$ cat src/rtl/timer_irq_ctrl.sv
// rtl/timer_irq_ctrl.sv - memory-mapped interval timer with pending/service interrupt sequencer
//
// Purpose:
//   Counts cycles in TL, reloads TL from TH on overflow, and raises a single
//   interrupt request per overflow. The request is tracked through pending,
//   kernel service and software acknowledge (ST clear), and is masked while
//   the instruction in decode runs in kernel mode.
//
// Register map (byte offsets from BASE_ADDR, addr[1:0] ignored):
//   +0 TH   reload value, R/W
//   +4 TL   counter, R/W
//   +8 TCON {OV, ST, IE, EN}, R/W, bits [31:4] read 0
//   +C CYC  free-running cycle counter, read-only
//
// Ports:
//   clk        system clock, rising edge
//   reset      asynchronous active-high reset
//   rd, wr     bus read / write strobes
//   addr       bus byte address
//   wdata      bus write data
//   rdata      bus read data, combinational, 0 unless a mapped read
//   pc31       kernel-mode bit of the instruction in decode
//   irq_taken  pipeline redirected to the interrupt vector this cycle
//   irq        interrupt request to the control decoder

module timer_irq_ctrl #(
  parameter logic [31:0] BASE_ADDR = 32'h4000_0000
) (
  input  logic        clk,
  input  logic        reset,
  input  logic        rd,
  input  logic        wr,
  input  logic [31:0] addr,
  input  logic [31:0] wdata,
  output logic [31:0] rdata,
  input  logic        pc31,
  input  logic        irq_taken,
  output logic        irq
);

  typedef enum logic [1:0] {
    IDLE = 2'd0,
    PEND = 2'd1,
    SERV = 2'd2
  } state_t;

  localparam logic [29:0] WORD_TH   = BASE_ADDR[31:2];
  localparam logic [29:0] WORD_TL   = BASE_ADDR[31:2] + 30'd1;
  localparam logic [29:0] WORD_TCON = BASE_ADDR[31:2] + 30'd2;
  localparam logic [29:0] WORD_CYC  = BASE_ADDR[31:2] + 30'd3;

  localparam int EN = 0;
  localparam int IE = 1;
  localparam int ST = 2;
  localparam int OV = 3;

  logic [31:0] th;
  logic [31:0] tl;
  logic [3:0]  tcon;
  logic [31:0] cyc;
  state_t      state;

  logic [31:0] th_next;
  logic [31:0] tl_next;
  logic [3:0]  tcon_next;
  state_t      state_next;

  logic sel_th;
  logic sel_tl;
  logic sel_tcon;
  logic sel_cyc;
  logic tcon_wr;
  logic ovf;
  logic hw_set;
  logic sw_clear_st;

  // Byte-lane bits are not decoded.
  logic unused_addr_lsb;
  assign unused_addr_lsb = ^addr[1:0];

  assign sel_th   = (addr[31:2] == WORD_TH);
  assign sel_tl   = (addr[31:2] == WORD_TL);
  assign sel_tcon = (addr[31:2] == WORD_TCON);
  assign sel_cyc  = (addr[31:2] == WORD_CYC);

  assign tcon_wr  = wr & sel_tcon;

  // Overflow is the edge where an enabled counter sits at all-ones.
  assign ovf    = tcon[EN] & (tl == 32'hFFFF_FFFF);
  assign hw_set = ovf & tcon[IE];

  // Software attempted to clear ST this cycle (it may still lose to hw_set).
  assign sw_clear_st = tcon_wr & ~wdata[ST];

  always_comb begin
    th_next = th;
    if (wr && sel_th) begin
      th_next = wdata;
    end
  end

  // A software write to TL takes priority over both reload and increment.
  always_comb begin
    tl_next = tl;
    if (wr && sel_tl) begin
      tl_next = wdata;
    end else if (ovf) begin
      tl_next = th;
    end else if (tcon[EN]) begin
      tl_next = tl + 32'd1;
    end
  end

  // Software value first, then hardware sets are OR-ed on top so a set
  // always beats a simultaneous software clear. OV flags an overflow that
  // arrives while the previous one is still being serviced.
  always_comb begin
    tcon_next = tcon;
    if (tcon_wr) begin
      tcon_next = wdata[3:0];
    end
    if (hw_set) begin
      tcon_next[ST] = 1'b1;
      if (state == SERV) begin
        tcon_next[OV] = 1'b1;
      end
    end
  end

  // The FSM looks at ST as it will be after this edge, so a cleared-and-reset
  // ST in SERV means a fresh overflow needs a fresh request.
  always_comb begin
    state_next = state;
    case (state)
      IDLE: begin
        if (tcon_next[ST]) begin
          state_next = PEND;
        end
      end
      PEND: begin
        if (!tcon_next[ST]) begin
          state_next = IDLE;
        end else if (irq_taken) begin
          state_next = SERV;
        end
      end
      SERV: begin
        if (!tcon_next[ST]) begin
          state_next = IDLE;
        end else if (sw_clear_st && hw_set) begin
          state_next = PEND;
        end
      end
      default: begin
        state_next = IDLE;
      end
    endcase
  end

  always_ff @(posedge clk or posedge reset) begin
    if (reset) begin
      th    <= 32'd0;
      tl    <= 32'd0;
      tcon  <= 4'd0;
      cyc   <= 32'd0;
      state <= IDLE;
    end else begin
      th    <= th_next;
      tl    <= tl_next;
      tcon  <= tcon_next;
      cyc   <= cyc + 32'd1;
      state <= state_next;
    end
  end

  // Purely combinational so the request drops immediately on reset or when
  // the decode stage enters kernel mode.
  assign irq = (state == PEND) & tcon[IE] & ~pc31;

  always_comb begin
    rdata = 32'd0;
    if (rd) begin
      if (sel_th) begin
        rdata = th;
      end else if (sel_tl) begin
        rdata = tl;
      end else if (sel_tcon) begin
        rdata = {28'd0, tcon};
      end else if (sel_cyc) begin
        rdata = cyc;
      end
    end
  end

endmodule

$ cat config.mk
export PLATFORM = sky130hd
export DESIGN_NAME = timer_irq_ctrl
export DESIGN_NICKNAME = d
export VERILOG_FILES = /design/src/rtl/timer_irq_ctrl.sv
export SDC_FILE = /design/constraint.sdc
export NUM_CORES = 1
export LEC_CHECK = 0
export BUFFER_PORTS_ARGS = -buffer_cell sky130_fd_sc_hd__buf_2
export CAP_MARGIN = 20
export CORE_MARGIN = 5
export CORE_UTILIZATION = 45
export CTS_BUF_LIST = sky130_fd_sc_hd__clkbuf_8
export CTS_CLUSTER_DIAMETER = 200
export DETAILED_ROUTE_END_ITERATION = 10
export PLACE_DENSITY = 0.69
export SLEW_MARGIN = 20
export SYNTH_ARGS = -nofsm -noshare
export SYNTH_HDL_FRONTEND = slang
export SYNTH_SLANG_ARGS = --single-unit
$ cat constraint.sdc
create_clock -name clk -period 2.8 [get_ports clk]
set_input_delay 0.14 -clock clk [delete_from_list [all_inputs] [get_ports clk]]
set_output_delay 0.14 -clock clk [all_outputs]
set_load 0.02 [all_outputs]
==> summary.md <==
| Metric | Value |
|---|---|
| HPWL after DPL | `13230 um` |
| Placed cell area | `roughly 7000 sq um` |
| Overall power | `around 2.6 mW` |
| Commonest non-fill, non-tap cell in the layout | `dfrtp_1` |
| Sequential-to-total area share from yosys stat | `between 40 and 50%` |
| Net count, final | `about 870` |
| Die area | `16410 sq um` |
| Critical Path AT | `2.49 ns` |
| First-pass DRT Iterations | `5` |
| Placed instance count | `~950` |
| DRT iter0 DRCs | `around 470` |
| Via/cell ratio | `between 5 and 6` |
| Initial Utilization | `45.58%` |
| Core ar. | `13770 sq um` |
| Hold-fix buffers, CTS | `23` |
| Syn Inst Count | `slightly below 700` |
| CP Launch Type | `primary input` |
| I/O pins | `~100` |
| Cts bufs inserted | `9` |
| Gr usage total | `approximately 22%` |
| Final worst path period need | `2.626 ns` |
| P&R area growth vs syn | `18.46%` |
| Yosys cell types | `53` |
| Asr flop ratio synth | `100.0%` |
| Yosys warning total | `0` |
| Min-delay worst type | `primary input to flip-flop` |
| Vias in the first global route | `between 5000 and 6000` |
| Cell Area, Synth | `about 6300 sq um` |
| Final core area utilization | `53.99%` |
| Post-synth EDFFs | `0` |
| Postcts setup bufs | `0` |
| Max-cap viol count | `0` |
| Setup_tns | `0 ns` |
| CP Max Fanout | `16` |
| RSZ-0062 raised after global routing | `false` |
| Power per cell area | `about 350 nW/um^2` |
| DR WL/cell | `around 19 um` |
| DRT antenna net count | `0` |
| Clock transition at the registers of the reported paths | `around 0.09 ns` |
| R2R Path Start | `tl[0]` |
| CTS tree | `built` |
| H-tree level count | `3` |
| Slew Viols, Final | `0` |
| Resized cells post-CTS | `0` |
| Crit. End Element | `output port` |
| Share of cells above drive strength 1 | `approximately a quarter` |
| # DRC | `0` |
| Die width | `128.1 um` |
| Port bufs | `100` |
| Hold Path Depth | `2` |
| Worst reg2reg path depth | `8` |
| Post-synthesis register bit count | `between 100 and 150` |
| IR drop worst, VDD | `0.0001928 V` |
| Max Root-Sink Buffers | `2` |
| Largest net degree at the start of global routing | `63` |
| Most frequent cells in the layout | `dfrtp_1, buf_2, nor2_1, nand2_1, a21oi_1` |
| R2r setup slk | `between 0.3 and 0.4 ns` |
| PnR worst setup slack | `between 0.15 and 0.2 ns` |
| Mapped Nets | `about 760` |
| Post-Route WL | `around 18000 um` |
| Hold slack | `0.01447 ns` |
| # diodes | `0` |
| Syn_area_per_cell | `9.191 sq um` |
| F_max | `roughly 0.38 GHz` |
| Worst hold path endpoint | `th[29]` |
| Slew @ Worst Pin | `0.6916 ns` |
| Antenna violations before repair | `0` |
| Clk_lat worst skew | `between 0.3 and 0.4 ns` |
| Clk_skew | `~0.010 ns` |
| Top_reg_cell synth | `dfrtp_1` |
| Outcome | `finished, final reports clean` |
| Vert. Die Dim | `about 130 um` |
| Root buf cell | `clkbuf_8` |
| Final setup viols | `0` |
| Total global routing overflow | `0` |
| Hold Vio Cnt, Final | `0` |
| CTS Sinks | `roughly 100` |
| DP Worst Slack | `0.1924 ns` |
| Crit path from | `addr[6]` |
| WP data required | `2.66 ns` |
| Detailed-route via count | `between 5000 and 6000` |
| Post-route clock period utilization | `93.78%` |
| Cell Rows | `43` |
| Final non-filler cell total | `982` |
| First-pass GRT wire length | `about 30000 um` |
| Capturing point of the worst reg2reg path | `tl[30]` |
| GP Congestion | `between 0.9 and 1` |
| Crit Path Category | `primary input to output port` |
| Lkg Pwr | `approximately 3.5 nW` |
| Slew HR | `~53%` |
| Worst Hold Launch | `wdata[29]` |
| Design Area, Final | `7436 sq um` |
## routing by layer
metal / wire, um / GRT usage, % / share of wire (%) / vias up
li1: - / - / - / 2716
met1: 8124 / 31.44 / 45 / 2752
met4: 611 / 9.800 / 3.4 / 0
met3: 1174 / 3.042 / 6.4 / 36
met2: 8298 / 34.72 / 46 / 243
met5: 0 / 0 / 0 / -
## sequential cells by signal, summed over array words and instances, names as in the netlist
register  cells
cyc          32
state         2
tcon          4
th           32
tl           32
## power breakdown
| part | switching [mW] | internal (mW) | total [mW] |
|---|---|---|---|
| logic | 0.124 | 0.0975 | 0.221 |
| registers | 0.0168 | 1.49 | 1.50 |
| clock network | 0.511 | 0.401 | 0.913 |
| total | 0.652 | 1.98 | 2.64 |
## Yosys cell counts, drive strengths merged, types with 11 or more instances
cell / number / area [sq um]
a2111oi: 12 / 105.1
a21oi: 42 / 210.2
a31oi: 27 / 168.9
and3: 15 / 93.84
buf: 11 / 72.57
clkbuf: 36 / 135.1
dfrtp: 102 / 2552
inv: 21 / 78.83
mux2: 41 / 574.3
mux2i: 12 / 120.1
nand2: 55 / 214.0
nand2b: 11 / 68.82
nand3: 36 / 180.2
nand4: 20 / 125.1
nor2: 57 / 214.0
nor3: 28 / 156.4
nor3b: 16 / 120.1
o21ai: 22 / 110.1
xnor2: 30 / 262.8
## worst max-delay path by stage
stage                            to  slack (ns)  cells after the start
final                     rdata[10]        0.17                      9
after global routing      rdata[10]        0.07                      9
after CTS                 rdata[10]        0.19                      9
after detailed placement  rdata[10]        0.19                      9
after global placement    rdata[10]        0.18                      9
after floorplan           rdata[11]        0.09                      6
## layout make-up
class,count,area [sq um]
Clock buffer,9,123.9
Clock inverter,5,52.55
Fill cell,1310,6337
Inverter,21,82.58
Multi-Input combinational cell,513,3438
Sequential cell,102,2552
Tap cell,180,225.2
Timing Repair Buffer,152,960.9
## worst max-delay path, stage by stage
cell and delay [ns]:
buf_2 0.09, or4_1 0.53, or2_4 0.29, nor3_4 0.17, nand2_1 0.29, buf_4 0.31
a2111oi_0 0.31, buf_4 0.19, buf_2 0.16
## cells by family after synthesis
logic type	after synthesis	synth area share (%)
xor gates and xnor gates	39	5.442
and+or+nand+nor	276	23.26
muxes	53	11.06
DFF	102	40.66
buffers and inverters	68	4.565
adders and majority gates	2	0.3986
AOI/OAI and AO/OA	143	14.61
(Power assumes the default switching activity.)
